--- config.mk ---
export PLATFORM = sky130hd
export DESIGN_NAME = axi_dma_cfg_seq_flat
export DESIGN_NICKNAME = d
export VERILOG_FILES = /design/src/rtl/axi_dma_cfg_seq_if.sv /design/src/rtl/axi_dma_cfg_seq.sv /design/src/flat_wrapper.sv
export SDC_FILE = /design/constraint.sdc
export NUM_CORES = 1
export LEC_CHECK = 0
export CORE_AREA = 8 8 377 379
export CTS_CLUSTER_SIZE = 30
export DETAILED_ROUTE_END_ITERATION = 10
export DIE_AREA = 0 0 385 387
export PLACE_DENSITY = 0.56
export RECOVER_POWER = 50
export SYNTH_ARGS = -nofsm -noshare
export SYNTH_HDL_FRONTEND = slang
export SYNTH_SLANG_ARGS = --single-unit
--- constraint.sdc ---
create_clock -name aclk -period 5.3 [get_ports aclk]
set_input_delay 1.06 -clock aclk [delete_from_list [all_inputs] [get_ports aclk]]
set_output_delay 1.06 -clock aclk [all_outputs]
set_load 0.02 [all_outputs]
--- src/rtl/axi_dma_cfg_seq_if.sv ---
// AXI4 master bus between the configuration sequencer and the DMA slave register port.
// Only the single-beat subset the sequencer drives is carried.
interface axi_dma_cfg_seq_if #(
    parameter int unsigned S_ADDR_W   = 32,
    parameter int unsigned S_DATA_W   = 32,
    parameter int unsigned MST_ID_W   = 5,
    parameter int unsigned ATX_LEN_W  = 8,
    parameter int unsigned ATX_RESP_W = 2
);
    logic [MST_ID_W-1:0]   awid;
    logic [S_ADDR_W-1:0]   awaddr;
    logic [ATX_LEN_W-1:0]  awlen;
    logic                  awvalid;
    logic                  awready;
    logic [S_DATA_W-1:0]   wdata;
    logic                  wlast;
    logic                  wvalid;
    logic                  wready;
    logic [MST_ID_W-1:0]   bid;
    logic [ATX_RESP_W-1:0] bresp;
    logic                  bvalid;
    logic                  bready;
    logic [MST_ID_W-1:0]   arid;
    logic [S_ADDR_W-1:0]   araddr;
    logic [ATX_LEN_W-1:0]  arlen;
    logic                  arvalid;
    logic                  arready;
    logic [MST_ID_W-1:0]   rid;
    logic [S_DATA_W-1:0]   rdata;
    logic [ATX_RESP_W-1:0] rresp;
    logic                  rlast;
    logic                  rvalid;
    logic                  rready;

    modport master (
        output awid, awaddr, awlen, awvalid, wdata, wlast, wvalid, bready,
        output arid, araddr, arlen, arvalid, rready,
        input  awready, wready, bid, bresp, bvalid, arready, rid, rdata, rresp, rlast, rvalid
    );

    modport slave (
        input  awid, awaddr, awlen, awvalid, wdata, wlast, wvalid, bready,
        input  arid, araddr, arlen, arvalid, rready,
        output awready, wready, bid, bresp, bvalid, arready, rid, rdata, rresp, rlast, rvalid
    );
endinterface

--- src/rtl/axi_dma_cfg_seq.sv ---
// Replays a small stored program of register reads/writes as single-beat AXI4 transactions,
// bounding outstanding writes and using each read as a barrier behind all prior writes.
module axi_dma_cfg_seq #(
    parameter int unsigned S_ADDR_W   = 32,
    parameter int unsigned S_DATA_W   = 32,
    parameter int unsigned MST_ID_W   = 5,
    parameter int unsigned ATX_LEN_W  = 8,
    parameter int unsigned ATX_RESP_W = 2,
    parameter int unsigned CMD_DEPTH  = 16,
    parameter int unsigned MAX_OSTD   = 4,
    parameter int unsigned BASE_ID    = 1,
    parameter bit          REPLAY_EN  = 1'b1
) (
    input  logic                aclk,
    input  logic                aresetn,
    input  logic                cmd_valid_i,
    output logic                cmd_ready_o,
    input  logic                cmd_rw_i,
    input  logic [S_ADDR_W-1:0] cmd_addr_i,
    input  logic [S_DATA_W-1:0] cmd_data_i,
    input  logic                cmd_clr_i,
    input  logic                start_i,
    output logic                busy_o,
    output logic                done_o,
    output logic                err_o,
    output logic [7:0]          err_cnt_o,
    output logic                rd_valid_o,
    output logic [S_DATA_W-1:0] rd_data_o,
    axi_dma_cfg_seq_if.master   m_axi
);
    localparam int unsigned IDX_W  = $clog2(CMD_DEPTH);
    localparam int unsigned CNT_W  = IDX_W + 1;
    localparam int unsigned OSTD_W = $clog2(MAX_OSTD + 1);

    typedef enum logic [2:0] {
        StIdle, StFetch, StWrite, StRdBar, StRdAddr, StRdData, StDrain, StDone
    } state_e;

    state_e                state_q, state_d;
    logic [CNT_W-1:0]      cnt_q, cnt_d, idx_q, idx_d;
    logic [MST_ID_W-1:0]   wid_q, wid_d;
    logic [OSTD_W-1:0]     ostd_q, ostd_d;
    logic                  aw_pend_q, aw_pend_d, w_pend_q, w_pend_d, ar_pend_q, ar_pend_d;
    logic                  rd_valid_q, rd_valid_d, err_q, err_d, rdy_q;
    logic [S_DATA_W-1:0]   rd_data_q, rd_data_d;
    logic [7:0]            err_cnt_q, err_cnt_d;
    logic                  retire, r_err, clr_err, b_hs, b_err, b_dec, prog_load;
    logic [1:0]            err_inc;
    logic [8:0]            cnt_sum;

    logic [CMD_DEPTH-1:0]  prog_rw_q;
    logic [S_ADDR_W-1:0]   prog_addr_q [CMD_DEPTH];
    logic [S_DATA_W-1:0]   prog_data_q [CMD_DEPTH];
    logic [IDX_W-1:0]      sel;

    assign sel       = idx_q[IDX_W-1:0];
    assign prog_load = cmd_valid_i && cmd_ready_o && !cmd_clr_i;

    // Program storage needs no reset: cnt_q alone defines which entries are live.
    always_ff @(posedge aclk) begin
        if (prog_load) begin
            prog_rw_q[cnt_q[IDX_W-1:0]]   <= cmd_rw_i;
            prog_addr_q[cnt_q[IDX_W-1:0]] <= cmd_addr_i;
            prog_data_q[cnt_q[IDX_W-1:0]] <= cmd_data_i;
        end
    end

    always_comb begin
        state_d    = state_q;
        cnt_d      = cnt_q;
        idx_d      = idx_q;
        wid_d      = wid_q;
        aw_pend_d  = aw_pend_q;
        w_pend_d   = w_pend_q;
        ar_pend_d  = ar_pend_q;
        rd_valid_d = 1'b0;
        rd_data_d  = rd_data_q;
        retire     = 1'b0;
        r_err      = 1'b0;
        clr_err    = 1'b0;
        unique case (state_q)
            StIdle: begin
                if (cmd_clr_i)      cnt_d = '0;
                else if (prog_load) cnt_d = cnt_q + CNT_W'(1);
                if (start_i) begin
                    clr_err = 1'b1;
                    idx_d   = '0;
                    wid_d   = MST_ID_W'(BASE_ID);
                    state_d = (cnt_q == '0) ? StDone : StFetch;
                end
            end
            StFetch: begin
                if (idx_q == cnt_q) begin
                    state_d = StDrain;
                end else if (prog_rw_q[sel]) begin
                    state_d = StRdBar;
                end else if (ostd_q < OSTD_W'(MAX_OSTD)) begin
                    aw_pend_d = 1'b1;
                    w_pend_d  = 1'b1;
                    state_d   = StWrite;
                end
            end
            StWrite: begin
                aw_pend_d = aw_pend_q && !m_axi.awready;
                w_pend_d  = w_pend_q && !m_axi.wready;
                if (!aw_pend_d && !w_pend_d) begin
                    retire  = 1'b1;
                    idx_d   = idx_q + CNT_W'(1);
                    wid_d   = wid_q + MST_ID_W'(1);
                    state_d = StFetch;
                end
            end
            StRdBar: begin
                if (ostd_q == '0) begin
                    ar_pend_d = 1'b1;
                    state_d   = StRdAddr;
                end
            end
            StRdAddr: begin
                if (m_axi.arready) begin
                    ar_pend_d = 1'b0;
                    state_d   = StRdData;
                end
            end
            StRdData: begin
                if (m_axi.rvalid && rdy_q && m_axi.rlast) begin
                    rd_valid_d = 1'b1;
                    rd_data_d  = m_axi.rdata;
                    r_err      = (m_axi.rresp != '0);
                    idx_d      = idx_q + CNT_W'(1);
                    state_d    = StFetch;
                end
            end
            StDrain: if (ostd_q == '0) state_d = StDone;
            StDone: begin
                idx_d   = '0;
                if (!REPLAY_EN) cnt_d = '0;
                state_d = StIdle;
            end
            default: state_d = StIdle;
        endcase
    end

    // A B response with nothing outstanding is flagged but never underflows the counter.
    assign b_hs    = m_axi.bvalid && rdy_q;
    assign b_err   = b_hs && ((m_axi.bresp != '0) || (ostd_q == '0));
    assign b_dec   = b_hs && (ostd_q != '0);
    assign err_inc = {1'b0, b_err} + {1'b0, r_err};
    assign cnt_sum = {1'b0, err_cnt_q} + {7'b0, err_inc};

    always_comb begin
        ostd_d = ostd_q;
        if (retire && !b_dec)      ostd_d = ostd_q + OSTD_W'(1);
        else if (!retire && b_dec) ostd_d = ostd_q - OSTD_W'(1);
        err_d     = err_q;
        err_cnt_d = err_cnt_q;
        if (clr_err) begin
            err_d     = 1'b0;
            err_cnt_d = '0;
        end else if (err_inc != '0) begin
            err_d     = 1'b1;
            err_cnt_d = cnt_sum[8] ? 8'hFF : cnt_sum[7:0];
        end
    end

    always_ff @(posedge aclk or negedge aresetn) begin
        if (!aresetn) begin
            state_q    <= StIdle;
            cnt_q      <= '0;
            idx_q      <= '0;
            wid_q      <= '0;
            ostd_q     <= '0;
            aw_pend_q  <= 1'b0;
            w_pend_q   <= 1'b0;
            ar_pend_q  <= 1'b0;
            rd_valid_q <= 1'b0;
            rd_data_q  <= '0;
            err_q      <= 1'b0;
            err_cnt_q  <= '0;
            rdy_q      <= 1'b0;
        end else begin
            state_q    <= state_d;
            cnt_q      <= cnt_d;
            idx_q      <= idx_d;
            wid_q      <= wid_d;
            ostd_q     <= ostd_d;
            aw_pend_q  <= aw_pend_d;
            w_pend_q   <= w_pend_d;
            ar_pend_q  <= ar_pend_d;
            rd_valid_q <= rd_valid_d;
            rd_data_q  <= rd_data_d;
            err_q      <= err_d;
            err_cnt_q  <= err_cnt_d;
            rdy_q      <= 1'b1;
        end
    end

    assign cmd_ready_o = (state_q == StIdle) && (cnt_q != CNT_W'(CMD_DEPTH));
    assign busy_o      = (state_q != StIdle) && (state_q != StDone);
    assign done_o      = (state_q == StDone);
    assign err_o       = err_q;
    assign err_cnt_o   = err_cnt_q;
    assign rd_valid_o  = rd_valid_q;
    assign rd_data_o   = rd_data_q;

    assign m_axi.awid    = wid_q;
    assign m_axi.awaddr  = prog_addr_q[sel];
    assign m_axi.awlen   = '0;
    assign m_axi.awvalid = aw_pend_q;
    assign m_axi.wdata   = prog_data_q[sel];
    assign m_axi.wlast   = 1'b1;
    assign m_axi.wvalid  = w_pend_q;
    assign m_axi.bready  = rdy_q;
    assign m_axi.arid    = '0;
    assign m_axi.araddr  = prog_addr_q[sel];
    assign m_axi.arlen   = '0;
    assign m_axi.arvalid = ar_pend_q;
    assign m_axi.rready  = rdy_q;

    logic unused_ids;
    assign unused_ids = ^{m_axi.bid, m_axi.rid};
endmodule

--- src/flat_wrapper.sv ---
// flat-port wrapper written by rule: the top's interface ports become plain ports
module axi_dma_cfg_seq_flat 
#(
    parameter int unsigned S_ADDR_W   = 32,
    parameter int unsigned S_DATA_W   = 32,
    parameter int unsigned MST_ID_W   = 5,
    parameter int unsigned ATX_LEN_W  = 8,
    parameter int unsigned ATX_RESP_W = 2,
    parameter int unsigned CMD_DEPTH  = 16,
    parameter int unsigned MAX_OSTD   = 4,
    parameter int unsigned BASE_ID    = 1,
    parameter bit          REPLAY_EN  = 1'b1
)
  (aclk, aresetn, cmd_valid_i, cmd_ready_o, cmd_rw_i, cmd_addr_i, cmd_data_i, cmd_clr_i, start_i, busy_o, done_o, err_o, err_cnt_o, rd_valid_o, rd_data_o, m_axi_awid, m_axi_awaddr, m_axi_awlen, m_axi_awvalid, m_axi_wdata, m_axi_wlast, m_axi_wvalid, m_axi_bready, m_axi_arid, m_axi_araddr, m_axi_arlen, m_axi_arvalid, m_axi_rready, m_axi_awready, m_axi_wready, m_axi_bid, m_axi_bresp, m_axi_bvalid, m_axi_arready, m_axi_rid, m_axi_rdata, m_axi_rresp, m_axi_rlast, m_axi_rvalid);
  axi_dma_cfg_seq_if #(.S_ADDR_W(S_ADDR_W), .S_DATA_W(S_DATA_W), .MST_ID_W(MST_ID_W), .ATX_LEN_W(ATX_LEN_W), .ATX_RESP_W(ATX_RESP_W)) m_axi_i ();
  input  logic aclk;
  input  logic aresetn;
  input  logic cmd_valid_i;
  output logic cmd_ready_o;
  input  logic cmd_rw_i;
  input  logic [S_ADDR_W-1:0] cmd_addr_i;
  input  logic [S_DATA_W-1:0] cmd_data_i;
  input  logic cmd_clr_i;
  input  logic start_i;
  output logic busy_o;
  output logic done_o;
  output logic err_o;
  output logic [7:0] err_cnt_o;
  output logic rd_valid_o;
  output logic [S_DATA_W-1:0] rd_data_o;
  output wire logic [$bits(m_axi_i.awid)-1:0] m_axi_awid;
  output wire logic [$bits(m_axi_i.awaddr)-1:0] m_axi_awaddr;
  output wire logic [$bits(m_axi_i.awlen)-1:0] m_axi_awlen;
  output wire logic [$bits(m_axi_i.awvalid)-1:0] m_axi_awvalid;
  output wire logic [$bits(m_axi_i.wdata)-1:0] m_axi_wdata;
  output wire logic [$bits(m_axi_i.wlast)-1:0] m_axi_wlast;
  output wire logic [$bits(m_axi_i.wvalid)-1:0] m_axi_wvalid;
  output wire logic [$bits(m_axi_i.bready)-1:0] m_axi_bready;
  output wire logic [$bits(m_axi_i.arid)-1:0] m_axi_arid;
  output wire logic [$bits(m_axi_i.araddr)-1:0] m_axi_araddr;
  output wire logic [$bits(m_axi_i.arlen)-1:0] m_axi_arlen;
  output wire logic [$bits(m_axi_i.arvalid)-1:0] m_axi_arvalid;
  output wire logic [$bits(m_axi_i.rready)-1:0] m_axi_rready;
  input wire logic [$bits(m_axi_i.awready)-1:0] m_axi_awready;
  input wire logic [$bits(m_axi_i.wready)-1:0] m_axi_wready;
  input wire logic [$bits(m_axi_i.bid)-1:0] m_axi_bid;
  input wire logic [$bits(m_axi_i.bresp)-1:0] m_axi_bresp;
  input wire logic [$bits(m_axi_i.bvalid)-1:0] m_axi_bvalid;
  input wire logic [$bits(m_axi_i.arready)-1:0] m_axi_arready;
  input wire logic [$bits(m_axi_i.rid)-1:0] m_axi_rid;
  input wire logic [$bits(m_axi_i.rdata)-1:0] m_axi_rdata;
  input wire logic [$bits(m_axi_i.rresp)-1:0] m_axi_rresp;
  input wire logic [$bits(m_axi_i.rlast)-1:0] m_axi_rlast;
  input wire logic [$bits(m_axi_i.rvalid)-1:0] m_axi_rvalid;
  assign m_axi_awid = m_axi_i.awid;
  assign m_axi_awaddr = m_axi_i.awaddr;
  assign m_axi_awlen = m_axi_i.awlen;
  assign m_axi_awvalid = m_axi_i.awvalid;
  assign m_axi_wdata = m_axi_i.wdata;
  assign m_axi_wlast = m_axi_i.wlast;
  assign m_axi_wvalid = m_axi_i.wvalid;
  assign m_axi_bready = m_axi_i.bready;
  assign m_axi_arid = m_axi_i.arid;
  assign m_axi_araddr = m_axi_i.araddr;
  assign m_axi_arlen = m_axi_i.arlen;
  assign m_axi_arvalid = m_axi_i.arvalid;
  assign m_axi_rready = m_axi_i.rready;
  assign m_axi_i.awready = m_axi_awready;
  assign m_axi_i.wready = m_axi_wready;
  assign m_axi_i.bid = m_axi_bid;
  assign m_axi_i.bresp = m_axi_bresp;
  assign m_axi_i.bvalid = m_axi_bvalid;
  assign m_axi_i.arready = m_axi_arready;
  assign m_axi_i.rid = m_axi_rid;
  assign m_axi_i.rdata = m_axi_rdata;
  assign m_axi_i.rresp = m_axi_rresp;
  assign m_axi_i.rlast = m_axi_rlast;
  assign m_axi_i.rvalid = m_axi_rvalid;
  axi_dma_cfg_seq #(.S_ADDR_W(S_ADDR_W), .S_DATA_W(S_DATA_W), .MST_ID_W(MST_ID_W), .ATX_LEN_W(ATX_LEN_W), .ATX_RESP_W(ATX_RESP_W), .CMD_DEPTH(CMD_DEPTH), .MAX_OSTD(MAX_OSTD), .BASE_ID(BASE_ID), .REPLAY_EN(REPLAY_EN)) u_core (.aclk(aclk), .aresetn(aresetn), .cmd_valid_i(cmd_valid_i), .cmd_ready_o(cmd_ready_o), .cmd_rw_i(cmd_rw_i), .cmd_addr_i(cmd_addr_i), .cmd_data_i(cmd_data_i), .cmd_clr_i(cmd_clr_i), .start_i(start_i), .busy_o(busy_o), .done_o(done_o), .err_o(err_o), .err_cnt_o(err_cnt_o), .rd_valid_o(rd_valid_o), .rd_data_o(rd_data_o), .m_axi(m_axi_i));
endmodule
Word level (Yosys, flattened, before mapping)

Memories as Yosys holds them, arrays and structs flattened.
Index checks and enable logic that the tools add are counted.
W data, S select, Z words.

Register bits after elaboration: 83
RAM bits: 1,024
Input bits: 122
Output and inout bits: 173
Logic and storage cells: 142
Memories: 2

Add/subtract/negate cells: 7
Magnitude comparators: 4
Eq/ne operators: 20
Mux-type cells: 50
Reductions and logical operators: 45

Memories:

| name               | depth | bits a word | read ports | clocked after memory_dff | wr ports | line                  | source |
|---|---|---|---|---|---|---|---|
| u_core.prog_addr_q | 16    | 32          | 1          | 0                        | 1        | axi_dma_cfg_seq.sv:52 | `logic [S_ADDR_W-1:0] prog_addr_q [CMD_DEPTH];` |
| u_core.prog_data_q | 16    | 32          | 1          | 0                        | 1        | axi_dma_cfg_seq.sv:53 | `logic [S_DATA_W-1:0] prog_data_q [CMD_DEPTH];` |

Operators with widths:

| cell                  | number |
|---|---|
| $mux W3               | 12 |
| $mux W5               | 7 |
| $mux W8               | 3 |
| $pmux W3 S8           | 1 |
| $pmux W5 S4           | 1 |
| $mux W1               | 19 |
| $reduce_bool A2 Y1    | 9 |
| $bwmux W16            | 1 |
| $add A5 B1 Y5 const B | 3 |
| $logic_and A1 B1 Y1   | 15 |
| $eq A3 B3 Y1 const B  | 4 |
| $lt A4 B5 Y1 const B  | 2 |
| $ne A2 B1 Y1 const B  | 5 |
| $pmux W5 S2           | 1 |
| $add A8 B2 Y9         | 1 |
| $ne A2 B2 Y1 const B  | 4 |
| $reduce_and A4 Y1     | 2 |
| $logic_not A1 Y1      | 7 |
| $reduce_and A7 Y1     | 1 |
| $eq A3 B2 Y1 const B  | 2 |
| $logic_not A3 Y1      | 2 |
| $pmux W1 S2           | 3 |
| $reduce_and A3 Y1     | 2 |
| $reduce_bool A3 Y1    | 2 |
| other kinds (16)      | 17 |

Depth between registers and ports, before layout

Gate-level depths: netlist (run 1).

Depth after elaboration: 10
Depth in mapped cells: 14
Depth with buffers taken out: 11

Worst setup path before layout (run 1)

No wires, ideal clock.

Path type: input port to flip-flop
From: in cmd_valid_i
To: mem u_core.prog_addr_q[13][0] (enable)
Library setup time: 0.488 ns
Arrival time: 4.325 ns
Data required time: 4.812 ns
Setup slack: 0.487 ns
Stages on the path: 4
Buffers on the path: 0
Path through: o211a_1 -> and2b_1 -> nand2_1 -> nor2_1

Word-level cells in the longest chain between the ends: 4

Ends and longest elaborated chain:

| what                              | line                  | source |
|---|---|---|
| from (decl)                       | flat_wrapper.sv:18    | `input logic cmd_valid_i;` |
| $logic_and A1 B1 Y1 (2 in series) | axi_dma_cfg_seq.sv:57 | `assign prog_load = cmd_valid_i && cmd_ready_o && !cmd_clr_i;` |
| $mux W1                           | axi_dma_cfg_seq.sv:61 | `if (prog_load) begin` |
| $mux W1 (implied by the code)     | axi_dma_cfg_seq.sv:63 | `prog_addr_q[cnt_q[IDX_W-1:0]] <= cmd_addr_i;` |
| to (decl)                         | axi_dma_cfg_seq.sv:52 |  |

Every way passes these cells.

Final worst setup path (run 1)

From: reg u_core.idx_q[0]
To: out m_axi_wdata[9]

Word-level cells in the longest chain between the ends: 1

Ends and longest elaborated chain:

| what                   | line                   | source |
|---|---|---|
| from (decl)            | axi_dma_cfg_seq.sv:40  | `logic [CNT_W-1:0] cnt_q, cnt_d, idx_q, idx_d;` |
| from (signal assigned) | axi_dma_cfg_seq.sv:184 | `idx_q <= idx_d;` |
| $mem_v2 Z16 W32        | --                     |  |
| to (decl)              | flat_wrapper.sv:35     | `output wire logic [$bits(m_axi_i.wdata)-1:0] m_axi_wdata;` |

Every way passes these cells.

==> impl_metrics.tcl, run 1 <==
set metrics [dict create \
    tightest_slew_ps 1910 \
    clock_sink_count 1107 \
    fill_cells 12136 \
    dieArea_um2 149000 \
    crit_fanout 24 \
    worstReg2RegStart "u_core.cnt_q[2]" \
    area_delta_synth_final_pct 19.5 \
    fin_setup_tns_ps 0 \
    grt_overflow 0 \
    yosys_warnings 0 \
    firstDrtPassIters 5 \
    avgSynthCellArea_um2 23.6 \
    period_needed_ps 4870 \
    final_cell_mix "edfxtp_1, mux4_2, clkdlybuf4s50_1, clkbuf_16, dlygate4sd3_1" \
    wl_per_cell_um 25.5 \
    r2r_cells 6 \
    status "complete, but fails checks" \
    wl_um 103000 \
    p_leak_uw 0.0160 \
    vias 19830 \
    ios 295 \
    clock_latency_ps 740 \
    start_util_pct 31.7 \
    synth_area_leader_cell "edfxtp_1" \
    slew_headroom_pct -27.4 \
    ys.flop_type "edfxtp_1" \
    coreArea_um2 136000 \
    postCtsHoldBufs 0 \
    grt_pass1_vias 21209 \
    ys_ff_latch 1107 \
    syn-cell-area_um2 43100 \
    post_cts_buffers 0 \
    fp.dieH_um 387 \
    worstPathArrival_ps 3810 \
    cap_viol_max_count 4 \
    dp.final_hpwl_um 54600 \
    worst-setup-path-type "reg2out" \
    pre_cts_slack_ps 1070 \
    layout-drive-gt1-share_pct 24.1 \
    power.density_nw_per_um2 439 \
    clk_pin_slew_ps 60 \
    synth_edf_count 1040 \
    fmax_ghz 0.205 \
    synth_top_area_share_pct 72.4 \
    grt_pass1_wl_um 150000 \
    clockBufferDepth 3 \
    hold_class "reg2reg" \
    fin_hold_ws_ps 500 \
    cts_max_level 3 \
    fin_area_um2 51600 \
    rows 136 \
    setup_slack_ps 425 \
    track_usage_pct 13.7 \
    placed_cell_area_um2 47900 \
    violations "max-capacitance violations, max-slew violations" \
    ant_nets 0 \
    cts_tree "built" \
    vias_per_cell 4.90 \
    io_buffers 262 \
    hold_path_end "u_core.rd_data_o[15]" \
    place_congestion 0.719 \
    clock_skew_ps 32.2 \
    cts_resized 0 \
    syn_inst 1832 \
    fin_util_pct 37.8 \
    yosysUniqueCellTypes 56 \
    root_buffer "clkbuf_16" \
    holdPathStages 1 \
    yosys-top-cells-area "edfxtp_1, mux4_2, dfrtp_1" \
    seq_area_frac_synth_pct 76.3 \
    slew_viol_final 159 \
    setup_viol 0 \
    r2r_slack_ps 1140 \
    ys_async_sr_fraction_pct 6.05 \
    period_share_pct 92.0 \
    cp-end-kind "output pin" \
    start_kind "flop" \
    fin_nets 2283 \
    layout_commonest_cell "edfxtp_1" \
    rsz0062_at_grt "no" \
    antenna_found_initial 28 \
    hp-start "u_core.rd_data_o[15]" \
    critPathRequiredTime_ps 4240 \
    drc 0 \
    finalHoldViolCount 0 \
    die_w_um 385 \
    numCtsBuffers 116 \
    ir_worst_vdd_uv 272 \
    grt_start_max_net_pins 85 \
    drt_iter0_drc 1414 \
    regToRegEndpoint "u_core.prog_data_q[2][3]" \
]
==> synth_stat cells (3+ instances only) <==
library cell,n
o21bai_1,3
mux4_1,62
mux2i_1,6
a31oi_1,5
o22ai_1,4
or2_2,3
clkbuf_1,32
nand2_1,22
or3_1,3
nand4_1,3
o31ai_1,3
inv_1,15
o21ai_0,10
mux2_2,35
xnor2_1,10
xor2_1,5
edfxtp_1,1040
buf_2,23
a21oi_1,13
ha_1,13
nor4_1,5
nand2b_1,8
dfrtp_1,67
nor3_1,12
mux4_2,260
nand3_1,7
nor2_1,34
buf_6,15
nor2b_1,8
buf_4,69
==> layout make-up <==
type | count | area, µm² | area share [%]
clock buffer | 137 | 3010 | 5.84
sequential | 1107 | 32900 | 63.8
antenna | 8 | 20.0 | 0.0388
timing repair buffer | 317 | 3190 | 6.19
clock inverter | 82 | 707 | 1.37
multi-input combinational | 589 | 9410 | 18.2
tap | 1794 | 2240 | 4.35
inverter | 15 | 56.3 | 0.109
==> kinds of logic (layout without fill, tap and decap cells) <==
kind of cell,Yosys count,after routing,synth area share (%)
AOI/OAI and AO/OA,59,59,0.911
adders and majority gates,15,15,0.470
DFF,1107,1107,76.3
and+or+nand+nor,114,114,1.31
other,2,31,0.0174
xor gates and xnor gates,15,15,0.304
buffers and inverters,157,551,2.32
muxes,363,363,18.4
==> power by group <==
group | switching, µW | internal, µW | total, µW
clock | 3390 | 4510 | 7910
sequential | 277 | 9870 | 10100
combinational | 2230 | 2360 | 4590
==> stage by stage <==
step	cells	total power (µW)
3_3_place_gp	3822	15000
5_1_grt	4044	23500
6_report	4049	22600
4_1_cts	4041	23000
2_1_floorplan	1853	13400
3_5_place_dp	3822	15000
==> flip-flops by register name (all words and copies together) (netlist names), 3 cells and up <==
name                cells
u_core.ostd_q           3
u_core.m_axi.awid       5
u_core.prog_rw_q       16
u_core.err_cnt_o        8
u_core.rd_data_o       32
u_core.idx_q            5
u_core.prog_addr_q    512
u_core.cnt_q            5
u_core.state_q          3
u_core.prog_data_q    512
==> worst max-delay path: stages (launching register included) <==
cell             delay [ps]
dfrtp_4                 850
buf_4                   480
mux4_1                  600
mux4_2                  550
clkdlybuf4s50_1         580
==> worst max path at each step <==
stage | start | to | depth (start not counted)
after floorplan | cmd_valid_i | u_core.prog_addr_q[13][0] | 4
after detailed placement | u_core.idx_q[0] | m_axi_wdata[9] | 4
final | u_core.idx_q[0] | m_axi_wdata[9] | 4
after global routing | u_core.idx_q[0] | m_axi_wdata[2] | 4
after CTS | u_core.idx_q[0] | m_axi_wdata[9] | 4
after global placement | u_core.idx_q[0] | m_axi_wdata[2] | 4
==> routing by layer <==
| metal | track usage [%] | part of all wire [%] |
|---|---|---|
| met4 | 3.55 | 2.2 |
| met1 | 17.1 | 40 |
| met5 | 0 | 0.074 |
| met2 | 24.2 | 53 |
| met3 | 2.74 | 5.0 |
(Power assumes the default switching activity.)
==> run 2, diff against run 1 <==
Settings changed: CTS_BUF_LIST set to sky130_fd_sc_hd__clkbuf_8.
==> run 2 against run 1 <==
The flow still finishes with violations (max-capacitance violations, max-slew violations). Final area decreased by 0.60%. Power decreased by 3.7%. Worst hold slack improved by 5.5 ps. Clock-buffer cell count increased by 49. Utilization decreased by 0.23 points. Sequential share of layout area increased by 0.38 points. Via count increased by 1.6%. Wire length increased by 0.71%. Sequential cell count unchanged. Cell count increased by 2.9%. Worst setup slack got worse by 140 ps. Global-route usage increased by 0.20 points. Critical endpoint is now m_axi_awaddr[22]. Largest cell class unchanged.
==> impl_metrics.tcl, run 2 (synthesis results as in run 1) <==
set metrics [dict create \
    layout-drive-gt1-share_pct 25.7 \
    tightest_slew_ps 3710 \
    fp.dieH_um 387 \
    routed.top_layer "met5" \
    status "complete, but fails checks" \
    cap_viol_max_count 6 \
    violations "max-capacitance violations, max-slew violations" \
    worstPathArrival_ps 3960 \
    internal_power_uw 15800 \
    ir_worst_vdd_uv 251 \
    wl_um 104000 \
    fin_nets 2351 \
    power.density_nw_per_um2 425 \
    track_usage_pct 13.9 \
    wl_per_cell_um 25.0 \
    swShare_pct 27.4 \
    firstDrtPassIters 6 \
    worst_path_max_delay_cell "dfrtp_4" \
    period_needed_ps 5020 \
    dp.final_hpwl_um 54600 \
    cts_max_level 4 \
    fill_cells 12259 \
    drc 0 \
    area_delta_synth_final_pct 18.8 \
    multiInputGateArea_um2 9410 \
    cp.buffers_inverters 2 \
    clock_skew_ps 39.1 \
    grt_pass1_vias 21892 \
    critPathRequiredTime_ps 4240 \
    met1Wirelength_um 41800 \
    crit_chain "buf_12, mux4_1, mux4_2, clkdlybuf4s50_1" \
    path_delay_family "multiplexers" \
    wl_met2_um 54400 \
    clock_sink_count 1107 \
    grt_start_max_net_pins 85 \
    p_switching_uw 5960 \
    finalHoldViolCount 0 \
    routed-wl-met3_um 5820 \
    fin_hold_ws_ps 506 \
    slew_headroom_pct -147 \
    setup_slack_ps 281 \
    rows 136 \
    dieArea_um2 149000 \
    slew_viol_final 271 \
    pwr-share-seq_pct 46.6 \
    combPwrFrac_pct 21.1 \
    clock_latency_ps 880 \
    antenna_found_initial 28 \
    place_congestion 0.719 \
    grt_pass1_wl_um 151000 \
    max_stage_delay_ps 860 \
    coreArea_um2 136000 \
    cp-end-kind "output pin" \
    clk_pin_slew_ps 60 \
    fin_area_um2 51300 \
    cts_resized 0 \
    die_w_um 385 \
    total_power_uw 21800 \
    hold_class "reg2reg" \
    worst-setup-path-type "reg2out" \
    vias_per_cell 4.84 \
    grt_overflow 0 \
    clockBufferDepth 3 \
    seqCellArea_um2 32900 \
    fin_setup_tns_ps 0 \
    start_util_pct 31.7 \
    post_cts_buffers 0 \
    setup_viol 0 \
    root_buffer "clkbuf_8" \
    p_leak_uw 0.0161 \
    placed_cell_area_um2 47900 \
    numCtsBuffers 184 \
    crit_fanout 50 \
    ios 295 \
    cts_tree "built" \
    vias 20157 \
    pre_cts_slack_ps 1070 \
    fmax_ghz 0.199 \
    start_kind "flop" \
    p_clk_share_pct 32.3 \
    final_cell_mix "edfxtp_1, mux4_2, clkdlybuf4s50_1, clkbuf_8, dlygate4sd3_1" \
    layout_commonest_cell "edfxtp_1" \
    drt_iter0_drc 1415 \
    r2r_slack_ps 1210 \
    ant_nets 0 \
    io_buffers 262 \
    rsz0062_at_grt "no" \
    period_share_pct 94.7 \
    postCtsHoldBufs 0 \
]
==> run 2: cell types whose count changed in the layout (fill, tap and decap cells not counted), moves of 17 or more <==
| cell | before | now |
|---|---|---|
| clkbuf_1 | 20 | 3 |
| clkbuf_8 | 1 | 186 |
| clkinv_1 | 29 | 48 |
| inv_1 | 15 | 62 |
| clkbuf_16 | 117 | 0 |
==> run 2: final cells by class <==
| cell class | count | share of cell area, % |
|---|---|---|
| Tap cell | 1794 | 4.38 |
| Clock inverter | 148 | 1.70 |
| Timing Repair Buffer | 317 | 6.19 |
| Inverter | 15 | 0.110 |
| Sequential cell | 1107 | 64.2 |
| Clock buffer | 186 | 4.99 |
| Antenna cell | 10 | 0.0488 |
| Multi-Input combinational cell | 589 | 18.3 |
==> run 2: through the flow <==
stage / util [%] / cells
after floorplan: - / 1853
after global placement: 35.2 / 3822
after detailed placement: 35.2 / 3822
after CTS: 37.7 / 4156
after global routing: 37.6 / 4160
final: 37.6 / 4166
==> run 2: path summary, 6_finish.rpt <==
check	cells after the start	start	to
max in group asynchronous	2	aresetn	u_core.idx_q[3]
worst min-delay path	1	u_core.rd_data_o[24]	u_core.rd_data_o[24]
min in group asynchronous	2	aresetn	u_core.err_o
worst max-delay path	4	u_core.idx_q[0]	m_axi_awaddr[22]
worst min register to register	1	u_core.rd_data_o[24]	u_core.rd_data_o[24]
worst max register to register	6	u_core.cnt_q[2]	u_core.prog_addr_q[15][29]
==> run 2: metal layers <==
layer	GRT usage, %	vias up
li1	-	8543
met1	17.1	10816
met2	24.2	608
met3	3.38	178
met4	3.80	12
met5	0	-
==> run 2: power by group through the flow <==
| stage | logic [µW] | registers, µW | clock network, µW |
|---|---|---|---|
| after detailed placement | 4710 | 10300 | 0 |
| after global routing | 4900 | 10200 | 7670 |
| final | 4590 | 10100 | 7050 |
| after floorplan | 3050 | 10400 | 0 |
| after global placement | 4650 | 10300 | 0 |
| after CTS | 4730 | 10200 | 7290 |
